===== config.mk =====
export PLATFORM = sky130hd
export DESIGN_NAME = i2s_adc_rx_flat
export DESIGN_NICKNAME = d
export VERILOG_FILES = /design/src/rtl/i2s_adc_rx_if.sv /design/src/rtl/i2s_adc_rx.sv /design/src/flat_wrapper.sv
export SDC_FILE = /design/constraint.sdc
export NUM_CORES = 1
export LEC_CHECK = 0
export ABC_AREA = 1
export CAP_MARGIN = 40
export CORE_MARGIN = 5
export CORE_UTILIZATION = 41
export CTS_CLUSTER_DIAMETER = 80
export CTS_CLUSTER_SIZE = 14
export DETAILED_ROUTE_END_ITERATION = 8
export PLACE_DENSITY = 0.69
export RECOVER_POWER = 25
export SLEW_MARGIN = 30
export SYNTH_ARGS = -nofsm -noshare
export SYNTH_HDL_FRONTEND = slang
export SYNTH_SLANG_ARGS = --single-unit

===== constraint.sdc =====
create_clock -name clk -period 1.9 [get_ports clk]
set_clock_uncertainty 0.2 [all_clocks]
set_input_delay 0.285 -clock clk [delete_from_list [all_inputs] [get_ports clk]]
set_output_delay 0.285 -clock clk [all_outputs]
set_load 0.01 [all_outputs]

===== src/rtl/i2s_adc_rx_if.sv =====
// Stereo frame port between the I2S ADC receiver and the recorder datapath.
`timescale 1ns/1ps
interface i2s_adc_rx_if #(
  parameter int DATA_W = 16
);
  logic [DATA_W-1:0] o_left;
  logic [DATA_W-1:0] o_right;
  logic              o_valid;
  logic              i_ready;
  logic              o_overrun;
  logic              i_clr_ovr;

  modport master (
    output o_left, o_right, o_valid, o_overrun,
    input  i_ready, i_clr_ovr
  );

  modport slave (
    input  o_left, o_right, o_valid, o_overrun,
    output i_ready, i_clr_ovr
  );
endinterface


===== src/rtl/i2s_adc_rx.sv =====
// WM8731 ADC receiver: synchronises BCLK/ADCLRCK/ADCDAT into clk, deserialises
// I2S left/right words and presents stereo frames on a valid/ready port.
//
// state  | meaning
// IDLE   | waiting for init_done and a falling LRCK (start of a left word)
// DELAY  | skipping the one-BCLK I2S offset after an LRCK edge
// SHIFT  | shifting in DATA_W bits, MSB first
// PAD    | ignoring surplus bits until the next LRCK edge
`timescale 1ns/1ps
module i2s_adc_rx #(
  parameter int DATA_W      = 16,
  parameter int SYNC_STAGES = 2
) (
  input  logic          clk,
  input  logic          reset,
  input  logic          init_done,
  input  logic          AUD_BCLK,
  input  logic          AUD_ADCLRCK,
  input  logic          AUD_ADCDAT,
  i2s_adc_rx_if.master  rx
);

  localparam int CNT_W = $clog2(DATA_W) + 1;

  typedef enum logic [1:0] {
    ST_IDLE  = 2'd0,
    ST_DELAY = 2'd1,
    ST_SHIFT = 2'd2,
    ST_PAD   = 2'd3
  } state_t;

  logic [SYNC_STAGES-1:0] bclk_sync_q;
  logic [SYNC_STAGES-1:0] lrck_sync_q;
  logic [SYNC_STAGES-1:0] dat_sync_q;
  logic                   bclk_prev_q;
  logic                   lrck_last_q;
  logic                   bclk_s;
  logic                   lrck_s;
  logic                   dat_s;
  logic                   bclk_rise;
  logic                   lrck_fall;
  logic                   lrck_edge;

  state_t                 state_q, state_d;
  logic [CNT_W-1:0]       count_q, count_d;
  logic [DATA_W-1:0]      shift_q, shift_d;
  logic                   word_done;

  logic [DATA_W-1:0]      left_hold_q, left_hold_d;
  logic [DATA_W-1:0]      right_hold_q, right_hold_d;
  logic                   left_held_q, left_held_d;
  logic                   frame_pend_q, frame_pend_d;

  logic [DATA_W-1:0]      left_q, left_d;
  logic [DATA_W-1:0]      right_q, right_d;
  logic                   valid_q, valid_d;
  logic                   ovr_q, ovr_d;
  logic                   load_frame;

  assign bclk_s = bclk_sync_q[SYNC_STAGES-1];
  assign lrck_s = lrck_sync_q[SYNC_STAGES-1];
  assign dat_s  = dat_sync_q[SYNC_STAGES-1];

  always_ff @(posedge clk) begin
    if (reset) begin
      bclk_sync_q <= '0;
      lrck_sync_q <= '0;
      dat_sync_q  <= '0;
      bclk_prev_q <= 1'b0;
      lrck_last_q <= 1'b0;
    end else begin
      bclk_sync_q <= {bclk_sync_q[SYNC_STAGES-2:0], AUD_BCLK};
      lrck_sync_q <= {lrck_sync_q[SYNC_STAGES-2:0], AUD_ADCLRCK};
      dat_sync_q  <= {dat_sync_q[SYNC_STAGES-2:0], AUD_ADCDAT};
      bclk_prev_q <= bclk_s;
      if (bclk_rise) begin
        lrck_last_q <= lrck_s;
      end
    end
  end

  // LRCK is only compared at bit-clock rises, so glitches between bits are invisible.
  assign bclk_rise = bclk_s & ~bclk_prev_q;
  assign lrck_fall = bclk_rise & lrck_last_q & ~lrck_s;
  assign lrck_edge = bclk_rise & (lrck_last_q ^ lrck_s);

  always_ff @(posedge clk) begin
    if (reset) begin
      state_q <= ST_IDLE;
      count_q <= '0;
      shift_q <= '0;
    end else begin
      state_q <= state_d;
      count_q <= count_d;
      shift_q <= shift_d;
    end
  end

  always_comb begin
    state_d = state_q;
    if (!init_done) begin
      state_d = ST_IDLE;
    end else begin
      case (state_q)
        ST_IDLE:  if (lrck_fall) state_d = ST_DELAY;
        ST_DELAY: if (bclk_rise) state_d = ST_SHIFT;
        ST_SHIFT: begin
          if (lrck_edge) begin
            state_d = ST_DELAY;
          end else if (bclk_rise && count_q == CNT_W'(DATA_W - 1)) begin
            state_d = ST_PAD;
          end
        end
        ST_PAD:   if (lrck_edge) state_d = ST_DELAY;
        default:  state_d = ST_IDLE;
      endcase
    end
  end

  always_comb begin
    count_d   = '0;
    shift_d   = shift_q;
    word_done = 1'b0;
    if (state_q == ST_SHIFT) begin
      count_d = count_q;
      if (init_done && bclk_rise && !lrck_edge) begin
        shift_d = {shift_q[DATA_W-2:0], dat_s};
        count_d = count_q + CNT_W'(1);
        if (count_q == CNT_W'(DATA_W - 1)) begin
          word_done = 1'b1;
        end
      end
    end
  end

  // A frame is only formed from a right word that directly follows a held left word.
  always_comb begin
    left_hold_d  = left_hold_q;
    right_hold_d = right_hold_q;
    left_held_d  = left_held_q;
    frame_pend_d = 1'b0;
    if (state_q == ST_IDLE) begin
      left_held_d = 1'b0;
    end
    if (word_done) begin
      if (!lrck_s) begin
        left_hold_d = shift_d;
        left_held_d = 1'b1;
      end else begin
        if (left_held_q) begin
          right_hold_d = shift_d;
          frame_pend_d = 1'b1;
        end
        left_held_d = 1'b0;
      end
    end
  end

  always_comb begin
    load_frame = frame_pend_q && (!valid_q || rx.i_ready);
    valid_d    = valid_q;
    left_d     = left_q;
    right_d    = right_q;
    ovr_d      = ovr_q;
    if (load_frame) begin
      valid_d = 1'b1;
      left_d  = left_hold_q;
      right_d = right_hold_q;
    end else if (valid_q && rx.i_ready) begin
      valid_d = 1'b0;
    end
    if (frame_pend_q && !load_frame) begin
      ovr_d = 1'b1;
    end else if (rx.i_clr_ovr) begin
      ovr_d = 1'b0;
    end
  end

  always_ff @(posedge clk) begin
    if (reset) begin
      left_hold_q  <= '0;
      right_hold_q <= '0;
      left_held_q  <= 1'b0;
      frame_pend_q <= 1'b0;
      left_q       <= '0;
      right_q      <= '0;
      valid_q      <= 1'b0;
      ovr_q        <= 1'b0;
    end else begin
      left_hold_q  <= left_hold_d;
      right_hold_q <= right_hold_d;
      left_held_q  <= left_held_d;
      frame_pend_q <= frame_pend_d;
      left_q       <= left_d;
      right_q      <= right_d;
      valid_q      <= valid_d;
      ovr_q        <= ovr_d;
    end
  end

  assign rx.o_left    = left_q;
  assign rx.o_right   = right_q;
  assign rx.o_valid   = valid_q;
  assign rx.o_overrun = ovr_q;

endmodule


===== src/flat_wrapper.sv =====
// flat-port wrapper written by rule: the top's interface ports become plain ports
module i2s_adc_rx_flat 
#(
  parameter int DATA_W      = 16,
  parameter int SYNC_STAGES = 2
)
  (clk, reset, init_done, AUD_BCLK, AUD_ADCLRCK, AUD_ADCDAT, rx_o_left, rx_o_right, rx_o_valid, rx_o_overrun, rx_i_ready, rx_i_clr_ovr);
  i2s_adc_rx_if #(.DATA_W(DATA_W)) rx_i ();
  input  logic clk;
  input  logic reset;
  input  logic init_done;
  input  logic AUD_BCLK;
  input  logic AUD_ADCLRCK;
  input  logic AUD_ADCDAT;
  output wire logic [$bits(rx_i.o_left)-1:0] rx_o_left;
  output wire logic [$bits(rx_i.o_right)-1:0] rx_o_right;
  output wire logic [$bits(rx_i.o_valid)-1:0] rx_o_valid;
  output wire logic [$bits(rx_i.o_overrun)-1:0] rx_o_overrun;
  input wire logic [$bits(rx_i.i_ready)-1:0] rx_i_ready;
  input wire logic [$bits(rx_i.i_clr_ovr)-1:0] rx_i_clr_ovr;
  assign rx_o_left = rx_i.o_left;
  assign rx_o_right = rx_i.o_right;
  assign rx_o_valid = rx_i.o_valid;
  assign rx_o_overrun = rx_i.o_overrun;
  assign rx_i.i_ready = rx_i_ready;
  assign rx_i.i_clr_ovr = rx_i_clr_ovr;
  i2s_adc_rx #(.DATA_W(DATA_W), .SYNC_STAGES(SYNC_STAGES)) u_core (.clk(clk), .reset(reset), .init_done(init_done), .AUD_BCLK(AUD_BCLK), .AUD_ADCLRCK(AUD_ADCLRCK), .AUD_ADCDAT(AUD_ADCDAT), .rx(rx_i));
endmodule

# --- After elaboration in Yosys (flattened, before gate mapping) ---
# Cells that the tools add are included.
op_classes:
  add_sub_neg: 1
  eq_ne: 8
  mux: 19
  bitwise_logic: 10
  n_reduce_logical: 20
ops:
  columns: ["operator", "count"]
  rows:
  - ["two-way mux 16 bit", 2]
  - ["two-way mux 1 bit", 11]
  - ["two-way mux 2 bit", 5]
  - ["case mux 2 bit (4 select lines)", 1]
  - ["logical AND 1 bit", 6]
  - ["inequality test 2 x 1 -> 1 bit, second input constant", 3]
  - ["nonzero test 2 bit", 3]
  - ["adder 5 x 1 -> 5 bit, second input constant", 1]
  - ["== test 5 x 4 -> 1 bit, second input constant", 1]
  - ["NOT 1 bit", 5]
  - ["AND 1 bit", 4]
  - ["== test 2 bit, second input constant", 2]
  - ["AND reduction 4 bit", 1]
  - ["OR reduction 2 bit", 2]
  - ["logical NOT 1 bit", 3]
  - ["inequality test 3 x 1 -> 1 bit, second input constant", 1]
  - ["AND reduction 3 bit", 1]
  - ["OR reduction 3 bit", 1]
  - ["== test 2 x 1 -> 1 bit, second input constant", 1]
  - ["logical NOT 2 bit", 1]
  - ["AND reduction 2 bit", 1]
  - ["logical OR 1 bit", 1]
  - ["XOR 1 bit", 1]
word_totals:
  regBits: 99
  in_bits: 8
  output_inout_bits: 34
  elab_cells: 74

# --- Depth between registers and ports, before layout ---
depth:
  ltp_word: 9
  ltp_mapped: 12
  ltp_nobuf: 12

# --- Worst setup path before layout ---
# No wires, ideal clock.
synth_path:
  path_kind: "register -> register"
  from: "register u_core.count_q[1]"
  to: "register u_core.left_hold_q[1]"
  setup_time_ps: 110
  t_arrival_ps: 1563
  t_required_ps: 1590
  setup_slack_ps: 27
  path_stages_with_launch: 10
  n_path_buf: 0
  synth_period_minus_slack_ps: 1873
  path_cell_list: "dfxtp_1 ha_1 inv_1 nor3_1 ha_1 nand4_1 nor2_1 nand2_1 nand2_1 nor2_1"
synth_via:
  elab_chain_cells: 5
synth_lines:
  columns: ["item", "line_no", "rtl"]
  rows:
  - ["start: declaration", "i2s_adc_rx.sv:45", "logic [CNT_W-1:0] count_q, count_d;"]
  - ["start signal: assignment", "i2s_adc_rx.sv:94", "count_q <= count_d;"]
  - ["== test 5 x 4 -> 1 bit", "i2s_adc_rx.sv:129", "if (count_q == CNT_W'(DATA_W - 1)) begin"]
  - ["two-way mux 1 bit", "i2s_adc_rx.sv:129", null]
  - ["two-way mux 1 bit", "i2s_adc_rx.sv:126", "if (init_done && bclk_rise && !lrck_edge) begin"]
  - ["two-way mux 1 bit", "i2s_adc_rx.sv:124", "if (state_q == ST_SHIFT) begin"]
  - ["AND reduction 2 bit (no line)", null, null]
  - ["end signal: assignment", "i2s_adc_rx.sv:190", "left_hold_q <= left_hold_d;"]
  - ["end: declaration", "i2s_adc_rx.sv:49", "logic [DATA_W-1:0] left_hold_q, left_hold_d;"]
# Every way passes these cells.
# A chain may end at the register's enable or synchronous reset.

# --- Worst setup path after layout ---
layout_path:
  from: "register u_core.count_q[1]"
  to: "register u_core.right_hold_q[7]"
layout_via:
  elab_chain_cells: 5
layout_lines:
  columns: ["item", "line_no", "rtl"]
  rows:
  - ["== test 5 x 4 -> 1 bit", "i2s_adc_rx.sv:129", null]
  - ["two-way mux 1 bit", "i2s_adc_rx.sv:129", null]
  - ["two-way mux 1 bit", "i2s_adc_rx.sv:126", null]
  - ["two-way mux 1 bit", "i2s_adc_rx.sv:124", null]
  - ["AND reduction 3 bit (no line)", null, null]
  - ["end signal: assignment", "i2s_adc_rx.sv:191", "right_hold_q <= right_hold_d;"]
  - ["end: declaration", "i2s_adc_rx.sv:50", "logic [DATA_W-1:0] right_hold_q, right_hold_d;"]
# Every way passes these cells.

==> results by group <==
Detailed routing
  – Antenna Nets Post-Route: 0
  – Vias: 3,301
  – Drt total wl: 8080 um
  – DRC viols: 0
  – Drt first pass iters: 4
  – Vias per cell: 4.48
  – Routed wire per std cell: 11.0 um
  – DR iter-0 viols: 135

Die
  – Die ar.: 11,700 um2
  – Die extent in x: 108 um
  – Die height: 108 um
  – Area of the core: 9330 um2
  – Io pins: 42
  – # rows: 35
  – Effective utilization at floorplan: 42.4%

Clock tree
  – Clock transition at the registers of the reported paths: 0.09 ns
  – H-tree level count: 3
  – CTS Buf Count: 9
  – CTS Root Cell: clkbuf_8
  – Longest Clk Path Bufs: 2
  – Skew-Pair Late Insertion Delay: 0.36 ns
  – Total clock sinks: 99
  – CTS tree: built

Global routing
  – Global-route usage over all layers: 14.7%
  – Initial antenna violation count: 0
  – First-pass GRT wire length: 14,100 um
  – Largest net degree at the start of global routing: 70
  – Vias in the first global route: 3,127
  – Gr ovfl total: 0

STA
  – Tightest Pin Transition: 0.720 ns
  – Fmax achieved: 520 MHz
  – Hold Violations, Final: 0
  – TNS Setup: -0.0873 ns
  – Setup slack after layout: -0.0226 ns
  – Unrepaired setup endpoints after global routing: yes
  – Final setup viols: 8
  – Worst rel slew slack: 52.0%
  – Tmin final: 1.92 ns
  – Final worst path period share: 101%
  – Fin. max-slew vios: 0

Place
  – Placed cells: 715
  – I/O Buffers: 41
  – Routability cong.: 0.814
  – Hpwl dp: 5560 um
  – Placed Instance Area: 4640 um2

Final layout
  – Layout cells sized above 1: 13.0%
  – Non-filler instance count after layout: 737
  – Design area: 4960 um2
  – Antenna diode count: 0
  – Area grow syn2layout: 25.3%
  – Most frequent cells in the layout: 112 x nand2_1, 97 x dfxtp_1, 87 x inv_1
  – Nets: 617
  – Most common cell after layout, fill and taps aside: nand2_1

Logic synthesis
  – Syn avg cell area: 7.24 um2
  – Largest family of logic cells by synthesized area: simple AND/OR/NAND/NOR gates
  – Post-synthesis mux area share: 0%
  – Yosys reg bits: 99
  – Synth Area in Compound Gates: 11.0%
  – Cell variety after synth: 25
  – Post-Synthesis Cells: 547
  – Synth Area in XOR/XNOR: 0%
  – Register area share after synthesis: 50.1%
  – Synth warn: 0
  – Synth Area in Simple Gates: 25.5%
  – Synth Area in Adders: 1.90%
  – Synth Cell Area: 3960 um2
  – Syn nets: 561

Outcome
  – Status: finished with violations
  – Failing checks: setup timing

Critical path
  – Arr. time, crit path: 2.02 ns
  – Max stage delay on crit path: 0.36 ns
  – Critical path cell sequence: ha_4, inv_2, nor3_2, ha_2, buf_6, buf_4, nand4_4, buf_12, nand2_1, nand2_1, nor2_1
  – CP most frequent cell: nand2_1
  – CP max-delay cell: dfxtp_2
  – Crit path launch type: flop
  – Crit Path Class: flop to flop
  – Worst-path fanout max: 13
  – Worst setup EP type: flop
  – WP data required: 2.00 ns

Power
  – Total power: 3.42 mW
  – Worst IR Drop VDD: 0.410 mV
  – Leakage: 2.24 nW
  – Pwr dens: 689 nW/um2

Job
  – Max-cap violations: 0

Min path
  – Worst min path class: flop to flop
[where the power goes]
part           switching [mW]  internal (mW)  leakage, nW
combinational          0.0578         0.0355         1.36
sequential            0.00487           2.08        0.799
clock                   0.720          0.517       0.0859
[per-layer routing]
layer | global-route usage [%] | part of all wire (%) | up-vias
li1 | - | - | 1771
met1 | 18.8 | 46 | 1467
met2 | 24.4 | 48 | 51
met3 | 2.45 | 3.3 | 12
met4 | 6.67 | 2.1 | 0
met5 | 0 | 0 | -
[stage by stage]
stage	util, %	hold WS, ns	setup slack (ns)
finish	53.2	0.212	-0.0226
global route	53.2	0.241	-0.120
CTS	52.2	0.215	0.0175
detailed placement	49.8	0.201	-0.120
global placement	49.8	0.196	-0.105
floorplan	-	0.188	0.0275
[cell families (layout without fill, tap and decap cells)]
kind of cell               count (synthesis)  in the layout
AOI/OAI and AO/OA                         86             86
adders and majority gates                  6              6
DFF                                       99             99
buffers and inverters                    114            175
and+or+nand+nor                          242            242
[worst max-delay path, delay by kind of cell, from the launching register on]
kind / cells / cell delay (ns)
DFF: 1 / 0.36
adders and majority gates: 2 / 0.36
buffers and inverters: 4 / 0.43
and+or+nand+nor: 5 / 0.49
[final cells by class]
cell class | count | area (um2)
Tap cell | 129 | 161
Clock buffer | 11 | 141
Multi-Input combinational cell | 334 | 1610
Timing Repair Buffer | 69 | 692
Fill cell | 925 | 4370
Sequential cell | 99 | 1980
Inverter | 90 | 338
Clock inverter | 5 | 37.5
[final timing paths]
check / from / endpoint / slack [ns] / depth (start not counted)
worst max-delay path: u_core.count_q[1]$_SDFFE_PP0N_ / u_core.right_hold_q[7]$_SDFFE_PP0P_ / -0.02 / 11
worst min-delay path: u_core.bclk_sync_q[0]$_SDFF_PP0_ / u_core.bclk_sync_q[1]$_SDFF_PP0_ / 0.21 / 2
worst max register to register: u_core.count_q[1]$_SDFFE_PP0N_ / u_core.right_hold_q[7]$_SDFFE_PP0P_ / -0.02 / 11
worst min register to register: u_core.bclk_sync_q[0]$_SDFF_PP0_ / u_core.bclk_sync_q[1]$_SDFF_PP0_ / 0.21 / 2
[synthesized netlist by cell type]
| cell | number | area share, % |
|---|---|---|
| nor3_1 | 1 | 0.13 |
| clkbuf_1 | 14 | 1.3 |
| nand4_4 | 1 | 0.54 |
| clkinv_1 | 1 | 0.095 |
| inv_2 | 1 | 0.095 |
| nand2_1 | 129 | 12 |
| inv_1 | 88 | 8.3 |
| buf_4 | 1 | 0.19 |
| nand3b_1 | 2 | 0.38 |
| a21oi_2 | 1 | 0.22 |
| buf_1 | 1 | 0.095 |
| nor2_1 | 82 | 7.8 |
| nand3_1 | 14 | 1.8 |
| buf_6 | 2 | 0.57 |
| ha_1 | 6 | 1.9 |
| a21oi_1 | 42 | 5.3 |
| nor2_4 | 3 | 0.85 |
| a21boi_0 | 1 | 0.19 |
| nand2_2 | 3 | 0.47 |
| nand3_4 | 1 | 0.44 |
| dfxtp_1 | 99 | 50 |
| buf_2 | 6 | 0.76 |
| nand4_1 | 2 | 0.32 |
| and2_1 | 4 | 0.63 |
| o21ai_0 | 42 | 5.3 |
[what timing repair did]
action,CTS,global route
gates resized for setup,6,30
pin swaps,3,13
setup buffers,2,4
hold buffers,0,0
setup endpoints to repair,19,39
[flip-flops by register name (all words and copies together), names as in the netlist, 5 cells and up]
signal	flops
u_core.left_hold_q	16
u_core.right_hold_q	16
u_core.rx.o_left	16
u_core.count_q	5
u_core.rx.o_right	16
u_core.shift_q	16
Note: power is estimated with default switching activity, not from simulation.
